File: src/rtl/vram_pkg.sv
// Shared types and default widths for the VRAM arbiter slice.
// Optional feature macro: VRAM_READBACK_EN (enables host reads).
package vram_pkg;

  localparam int ADDR_W_DEF = 15;
  localparam int DATA_W_DEF = 16;

  // RAM-bus operation driven during the current cycle
  typedef enum logic [1:0] {IDLE, DISP_RD, HOST_WR, HOST_RD} state_e;

  // Owner of the read data returning from the RAM
  typedef enum logic [1:0] {TAG_NONE, TAG_DISP, TAG_HOST} tag_e;

endpackage

File: src/rtl/vram_arbiter_host_req_slot.sv
// One-entry holding register for host requests. Ready only when empty, so a
// request can never be accepted on the same edge the previous one issues.
module host_req_slot
  import vram_pkg::*;
#(
  parameter int ADDR_W = ADDR_W_DEF,
  parameter int DATA_W = DATA_W_DEF
) (
  input  logic              clk,
  input  logic              rst,
  input  logic              in_valid_i,
  output logic              in_ready_o,
  input  logic              in_we_i,
  input  logic [ADDR_W-1:0] in_addr_i,
  input  logic [DATA_W-1:0] in_wdata_i,
  output logic              out_valid_o,
  input  logic              out_pop_i,
  output logic              out_we_o,
  output logic [ADDR_W-1:0] out_addr_o,
  output logic [DATA_W-1:0] out_wdata_o
);

  logic              full_q;
  logic              we_q;
  logic [ADDR_W-1:0] addr_q;
  logic [DATA_W-1:0] wdata_q;

  assign in_ready_o  = ~full_q;
  assign out_valid_o = full_q;
  assign out_we_o    = we_q;
  assign out_addr_o  = addr_q;
  assign out_wdata_o = wdata_q;

  // Fill on accept, drain when the arbiter issues the entry
  always_ff @(posedge clk or posedge rst) begin
    if (rst) begin
      full_q  <= 1'b0;
      we_q    <= 1'b0;
      addr_q  <= '0;
      wdata_q <= '0;
    end else if (in_valid_i && !full_q) begin
      full_q  <= 1'b1;
      we_q    <= in_we_i;
      addr_q  <= in_addr_i;
      wdata_q <= in_wdata_i;
    end else if (out_pop_i) begin
      full_q  <= 1'b0;
    end
  end

endmodule

File: src/rtl/vram_arbiter.sv
// Single-port VRAM arbiter: display fetches always win, host requests fill
// idle cycles from a one-entry slot. Read data returns two edges after the
// request is sampled, steered by a tag that follows the bus state.
// Optional feature macro: VRAM_READBACK_EN (host reads; otherwise write-only host).
module vram_arbiter
  import vram_pkg::*;
#(
  parameter int ADDR_W   = ADDR_W_DEF,
  parameter int DATA_W   = DATA_W_DEF,
  parameter int MAX_WAIT = 64
) (
  input  logic              clk,
  input  logic              rst,
  input  logic              disp_req,
  input  logic [ADDR_W-1:0] disp_addr,
  output logic [DATA_W-1:0] disp_data,
  output logic              disp_valid,
  input  logic              host_valid,
  output logic              host_ready,
  input  logic              host_we,
  input  logic [ADDR_W-1:0] host_addr,
  input  logic [DATA_W-1:0] host_wdata,
  output logic [DATA_W-1:0] host_rdata,
  output logic              host_rvalid,
  output logic              host_starve,
  output logic [ADDR_W-1:0] ram_addr,
  output logic [DATA_W-1:0] ram_wdata,
  output logic              ram_we,
  input  logic [DATA_W-1:0] ram_rdata
);

  localparam logic [7:0] MAX_WAIT_C = 8'(MAX_WAIT);

  logic              slot_full, slot_we, slot_pop, slot_in_we;
  logic [ADDR_W-1:0] slot_addr;
  logic [DATA_W-1:0] slot_wdata;

  state_e            state_q, state_d;
  tag_e              tag_q, tag_d;
  logic [ADDR_W-1:0] ram_addr_q, ram_addr_d;
  logic [DATA_W-1:0] ram_wdata_q, ram_wdata_d;
  logic              ram_we_q, ram_we_d;
  logic [7:0]        wait_q, wait_d;
  logic              starve_q, starve_d;
  logic              disp_valid_q;
  logic [DATA_W-1:0] disp_data_q;

`ifdef VRAM_READBACK_EN
  assign slot_in_we = host_we;
`else
  // Host port is write-only in this build; the direction input is ignored.
  logic unused_host_we;
  assign unused_host_we = host_we;
  assign slot_in_we     = 1'b1;
`endif

  host_req_slot #(.ADDR_W(ADDR_W), .DATA_W(DATA_W)) u_slot (
    .clk         (clk),
    .rst         (rst),
    .in_valid_i  (host_valid),
    .in_ready_o  (host_ready),
    .in_we_i     (slot_in_we),
    .in_addr_i   (host_addr),
    .in_wdata_i  (host_wdata),
    .out_valid_o (slot_full),
    .out_pop_i   (slot_pop),
    .out_we_o    (slot_we),
    .out_addr_o  (slot_addr),
    .out_wdata_o (slot_wdata)
  );

  // Arbitration: pick next bus op, return tag, and starvation bookkeeping
  always_comb begin
    state_d     = IDLE;
    ram_addr_d  = ram_addr_q;
    ram_wdata_d = ram_wdata_q;
    ram_we_d    = 1'b0;
    slot_pop    = 1'b0;
    if (disp_req) begin
      state_d    = DISP_RD;
      ram_addr_d = disp_addr;
    end else if (slot_full) begin
      slot_pop   = 1'b1;
      ram_addr_d = slot_addr;
      if (slot_we) begin
        state_d     = HOST_WR;
        ram_we_d    = 1'b1;
        ram_wdata_d = slot_wdata;
      end else begin
        state_d = HOST_RD;
      end
    end

    // The op on the bus now returns data next cycle; remember its owner.
    case (state_q)
      DISP_RD: tag_d = TAG_DISP;
      HOST_RD: tag_d = TAG_HOST;
      default: tag_d = TAG_NONE;
    endcase

    wait_d = wait_q;
    if (slot_pop)                                 wait_d = '0;
    else if (slot_full && disp_req && wait_q != 8'hFF) wait_d = wait_q + 8'd1;
    starve_d = starve_q | (wait_d >= MAX_WAIT_C);
  end

  // Bus, tag and starvation state
  always_ff @(posedge clk or posedge rst) begin
    if (rst) begin
      state_q     <= IDLE;
      tag_q       <= TAG_NONE;
      ram_addr_q  <= '0;
      ram_wdata_q <= '0;
      ram_we_q    <= 1'b0;
      wait_q      <= '0;
      starve_q    <= 1'b0;
    end else begin
      state_q     <= state_d;
      tag_q       <= tag_d;
      ram_addr_q  <= ram_addr_d;
      ram_wdata_q <= ram_wdata_d;
      ram_we_q    <= ram_we_d;
      wait_q      <= wait_d;
      starve_q    <= starve_d;
    end
  end

  // Display return register: capture RAM data when the tag says it is ours
  always_ff @(posedge clk or posedge rst) begin
    if (rst) begin
      disp_valid_q <= 1'b0;
      disp_data_q  <= '0;
    end else begin
      disp_valid_q <= (tag_q == TAG_DISP);
      if (tag_q == TAG_DISP) disp_data_q <= ram_rdata;
    end
  end

`ifdef VRAM_READBACK_EN
  logic              host_rvalid_q;
  logic [DATA_W-1:0] host_rdata_q;

  // Host return register, same timing as the display path
  always_ff @(posedge clk or posedge rst) begin
    if (rst) begin
      host_rvalid_q <= 1'b0;
      host_rdata_q  <= '0;
    end else begin
      host_rvalid_q <= (tag_q == TAG_HOST);
      if (tag_q == TAG_HOST) host_rdata_q <= ram_rdata;
    end
  end

  assign host_rvalid = host_rvalid_q;
  assign host_rdata  = host_rdata_q;
`else
  assign host_rvalid = 1'b0;
  assign host_rdata  = '0;
`endif

  assign disp_valid  = disp_valid_q;
  assign disp_data   = disp_data_q;
  assign host_starve = starve_q;
  assign ram_addr    = ram_addr_q;
  assign ram_wdata   = ram_wdata_q;
  assign ram_we      = ram_we_q;

endmodule

File: config.mk
export PLATFORM = sky130hd
export DESIGN_NAME = vram_arbiter
export DESIGN_NICKNAME = d
export VERILOG_FILES = /design/src/rtl/vram_pkg.sv /design/src/rtl/vram_arbiter_host_req_slot.sv /design/src/rtl/vram_arbiter.sv
export SDC_FILE = /design/constraint.sdc
export NUM_CORES = 1
export LEC_CHECK = 0
export CORE_MARGIN = 3
export CORE_UTILIZATION = 41
export CTS_BUF_LIST = sky130_fd_sc_hd__clkbuf_8
export DETAILED_ROUTE_END_ITERATION = 6
export DONT_BUFFER_PORTS = 1
export HOLD_SLACK_MARGIN = 0.08
export SYNTH_ARGS = -nofsm -noshare
export SYNTH_HDL_FRONTEND = slang
export SYNTH_SLANG_ARGS = --single-unit
File: constraint.sdc
create_clock -name clk -period 3.6 [get_ports clk]
set_input_delay 0.36 -clock clk [delete_from_list [all_inputs] [get_ports clk]]
set_output_delay 0.36 -clock clk [all_outputs]
set_load 0.02 [all_outputs]
==> key figures <==
Placement
  • Post-Place Setup Slack: 1734 ps
  • Port Buffers: 0
  • HPWL Detailed: 4549 um
  • Routability Congestion: 0.7513

Finish
  • Layout cells sized above 1: 0.3056
  • Area Overhead vs Synth: 6.064%
  • Final net count: 351
  • Ant. Diodes: 0
  • Layout fillers: 812

Floorplanning
  • IO Count: 135
  • Core area: 0.008976 mm^2
  • Initial core utilization: 0.4345
  • Chip Height: 103.5 um
  • Die X: 103.5 um
  • # rows: 34
  • Die ar.: 0.01072 mm^2

Clock network
  • CTS HTree Levels: 3
  • Clock sink count: 95
  • CTS tree: yes
  • Post-CTS Setup Inserts: 0
  • Root buffer cell: clkbuf_8
  • CTS buffer count: 9
  • Later-pin clock latency in the skew report: 350 ps
  • Hold-fix buffers, CTS: 0
  • Clk buf depth: 2
  • Gates resized, CTS repair: 0
  • Clk slew on worst S/H paths: 90 ps

Detailed routing
  • Routed wire per std cell: 15.97 um
  • DR vias: 2056
  • Routed Antenna Nets: 0
  • Number of remaining DRC errors: 0
  • 1st-iter DRT viols: 99
  • Routed WL: 6611 um
  • Vias/cell: 4.966
  • Pre-antenna DRT Iters: 4

STA
  • Relative slew slack: 0.3346
  • Fin Clk Skew: 12.73 ps
  • Worst setup margin: 1651 ps
  • Worst slew pin tran: 998.1 ps
  • Final Max Tran Viols: 0
  • Final setup violation count: 0
  • RSZ-0062 raised after global routing: no
  • Fmax achieved: 0.5131 GHz
  • Crit path time final: 1949 ps
  • Final TNS setup: 0 ps
  • Fin crit share: 0.5413
  • Final Hold Viols: 0

Logic synthesis
  • Mapped Area: 0.003900 mm^2
  • Number of synthesized flops with an enable pin: 0
  • Flip-flop and latch count after synthesis: 95
  • Top FF cell, synth: dfrtp_1
  • Cell taking the most area after synthesis: dfrtp_1
  • Most frequent cells after synthesis: dfrtp_1, mux2_2, nand2_1
  • Most frequent cell after synthesis: dfrtp_1
  • Post-synth ARST share: 1.000
  • Largest cells by area after synthesis: dfrtp_1, mux2_2, mux2i_1
  • Area share of the largest cell type after synthesis: 0.6096
  • Register area share after synthesis: 0.6096
  • Yosys warning count: 0
  • Yosys cell types: 37
  • Synthesized instance count: 282
  • Syn avg cell area: 13.83 um^2

Setup path
  • Reg2Reg Depth: 5
  • WS Path Type: flop to output pin
  • Crit-path cells: buf_4 -> inv_1
  • Startpoint types: flop
  • CP max FO: 12
  • Worst EP required: 3240 ps
  • Critical Path AT: 1590 ps
  • CP endpoint kind: output pin
  • Slowest CP cell: dfrtp_1
  • Largest stage delay on the critical path: 710 ps

Pwr
  • Lkg Pwr: 1.831 nW
  • Peak supply drop: 0.2446 mV
  • Pwr dens: 644.5 mW/mm^2

Global routing
  • Largest net degree at the start of global routing: 85
  • Total routing usage reported by global routing: 0.1270
  • GRT Residual Overflow: 0
  • First-pass GRT wire length: 11100 um
  • Vias in the first global route: 2178
  • Initial antenna violation count: 0

Status
  • Status: completed

Worst hold path
  • Hold WC Path Type: primary input to asynchronous set/reset pin

Run
  • Max-capacitance violation count: 0
==> final timing paths <==
path	from	slack [ps]	to
worst max-delay path	u_slot.out_valid_o$_DFFE_PP0P_	1650	host_ready
worst min-delay path	rst	100	disp_data[15]$_DFFE_PP0P_
worst max register to register	u_slot.out_valid_o$_DFFE_PP0P_	1770	host_starve$_DFF_PP0_
worst min register to register	state_q[1]$_DFF_PP0_	420	tag_q[0]$_DFF_PP0_
max in group asynchronous	rst	2700	wait_q[5]$_DFF_PP0_
min in group clk	disp_req	110	ram_addr[4]$_DFFE_PP0P_
==> layer usage <==
layer  track usage  wire (um)  share of wire
met1        0.1572       2861           0.43
met4       0.04843         97          0.015
met5             0          0              0
met2        0.1874       2857           0.43
met3       0.06841        795           0.12
==> per-stage QoR <==
step	instances	hold WS [ps]	area (um^2)	utilization	total power (W)
floorplan	298	394.7	3960	-	0.001979
global placement	397	397.6	3944	0.4394	0.002036
detailed placement	397	407.0	3944	0.4394	0.002060
CTS	413	88.88	4126	0.4597	0.002707
global route	414	86.12	4136	0.4608	0.002822
finish	414	102.1	4136	0.4608	0.002666
==> critical path, delay by kind of cell, from the launching register on <==
| family | cells | cell delay [ps] |
|---|---|---|
| flip-flops | 1 | 710 |
| buffers and inverters | 2 | 530 |
==> flip-flops by register name (all words and copies together) (netlist names), 2 cells and up <==
signal	count
tag_q	2
ram_wdata	16
ram_addr	15
u_slot.out_wdata_o	16
disp_data	16
wait_q	8
state_q	2
u_slot.out_addr_o	15
==> report_power, final <==
group	leakage [nW]	internal, W	total, W	switching [W]
Sequential	1.14	0.00130	0.00165	0.000343
Clock	0.0907	0.000274	0.000644	0.000370
Combinational	0.602	0.000216	0.000376	0.000159
Total	1.83	0.00179	0.00267	0.000873
==> area by class of cell <==
cell class                 count  area, um^2  share of cell area
sequential                    95        2377              0.5747
clock inverter                 6       45.04             0.01089
multi-input combinational    165        1350              0.3264
inverter                       7       28.78            0.006957
timing repair buffer           5       40.04            0.009679
clock buffer                  10       137.6             0.03327
tap                          126       157.7             0.03811
==> placed cells by master (no fill, tap or decap), types with 2 or more instances in the layout <==
cell type   Yosys  layout
and4_1          2       2
buf_4          17       4
clkbuf_8        0      10
clkinvlp_4      0       2
conb_1          1      17
dfrtp_1        95      95
inv_1           6       6
inv_6           0       2
mux2_2         62      62
mux2i_1        18      18
nand2_1        19      19
nand3_1         2       2
nor2_1          4       4
nor2b_1         2       2
o211ai_1        2       2
o21ai_0        16      16
o31ai_1         2       2
==> cells by family after synthesis <==
family,after synthesis,share of synthesized area
other,1,0.0009615
muxes,81,0.2281
adders and majority gates,1,0.003208
xor gates and xnor gates,2,0.004492
buffers and inverters,38,0.05967
AOI/OAI and AO/OA,25,0.04042
DFF,95,0.6096
and+or+nand+nor,39,0.05358
Power figures use the tool's default switching activity.
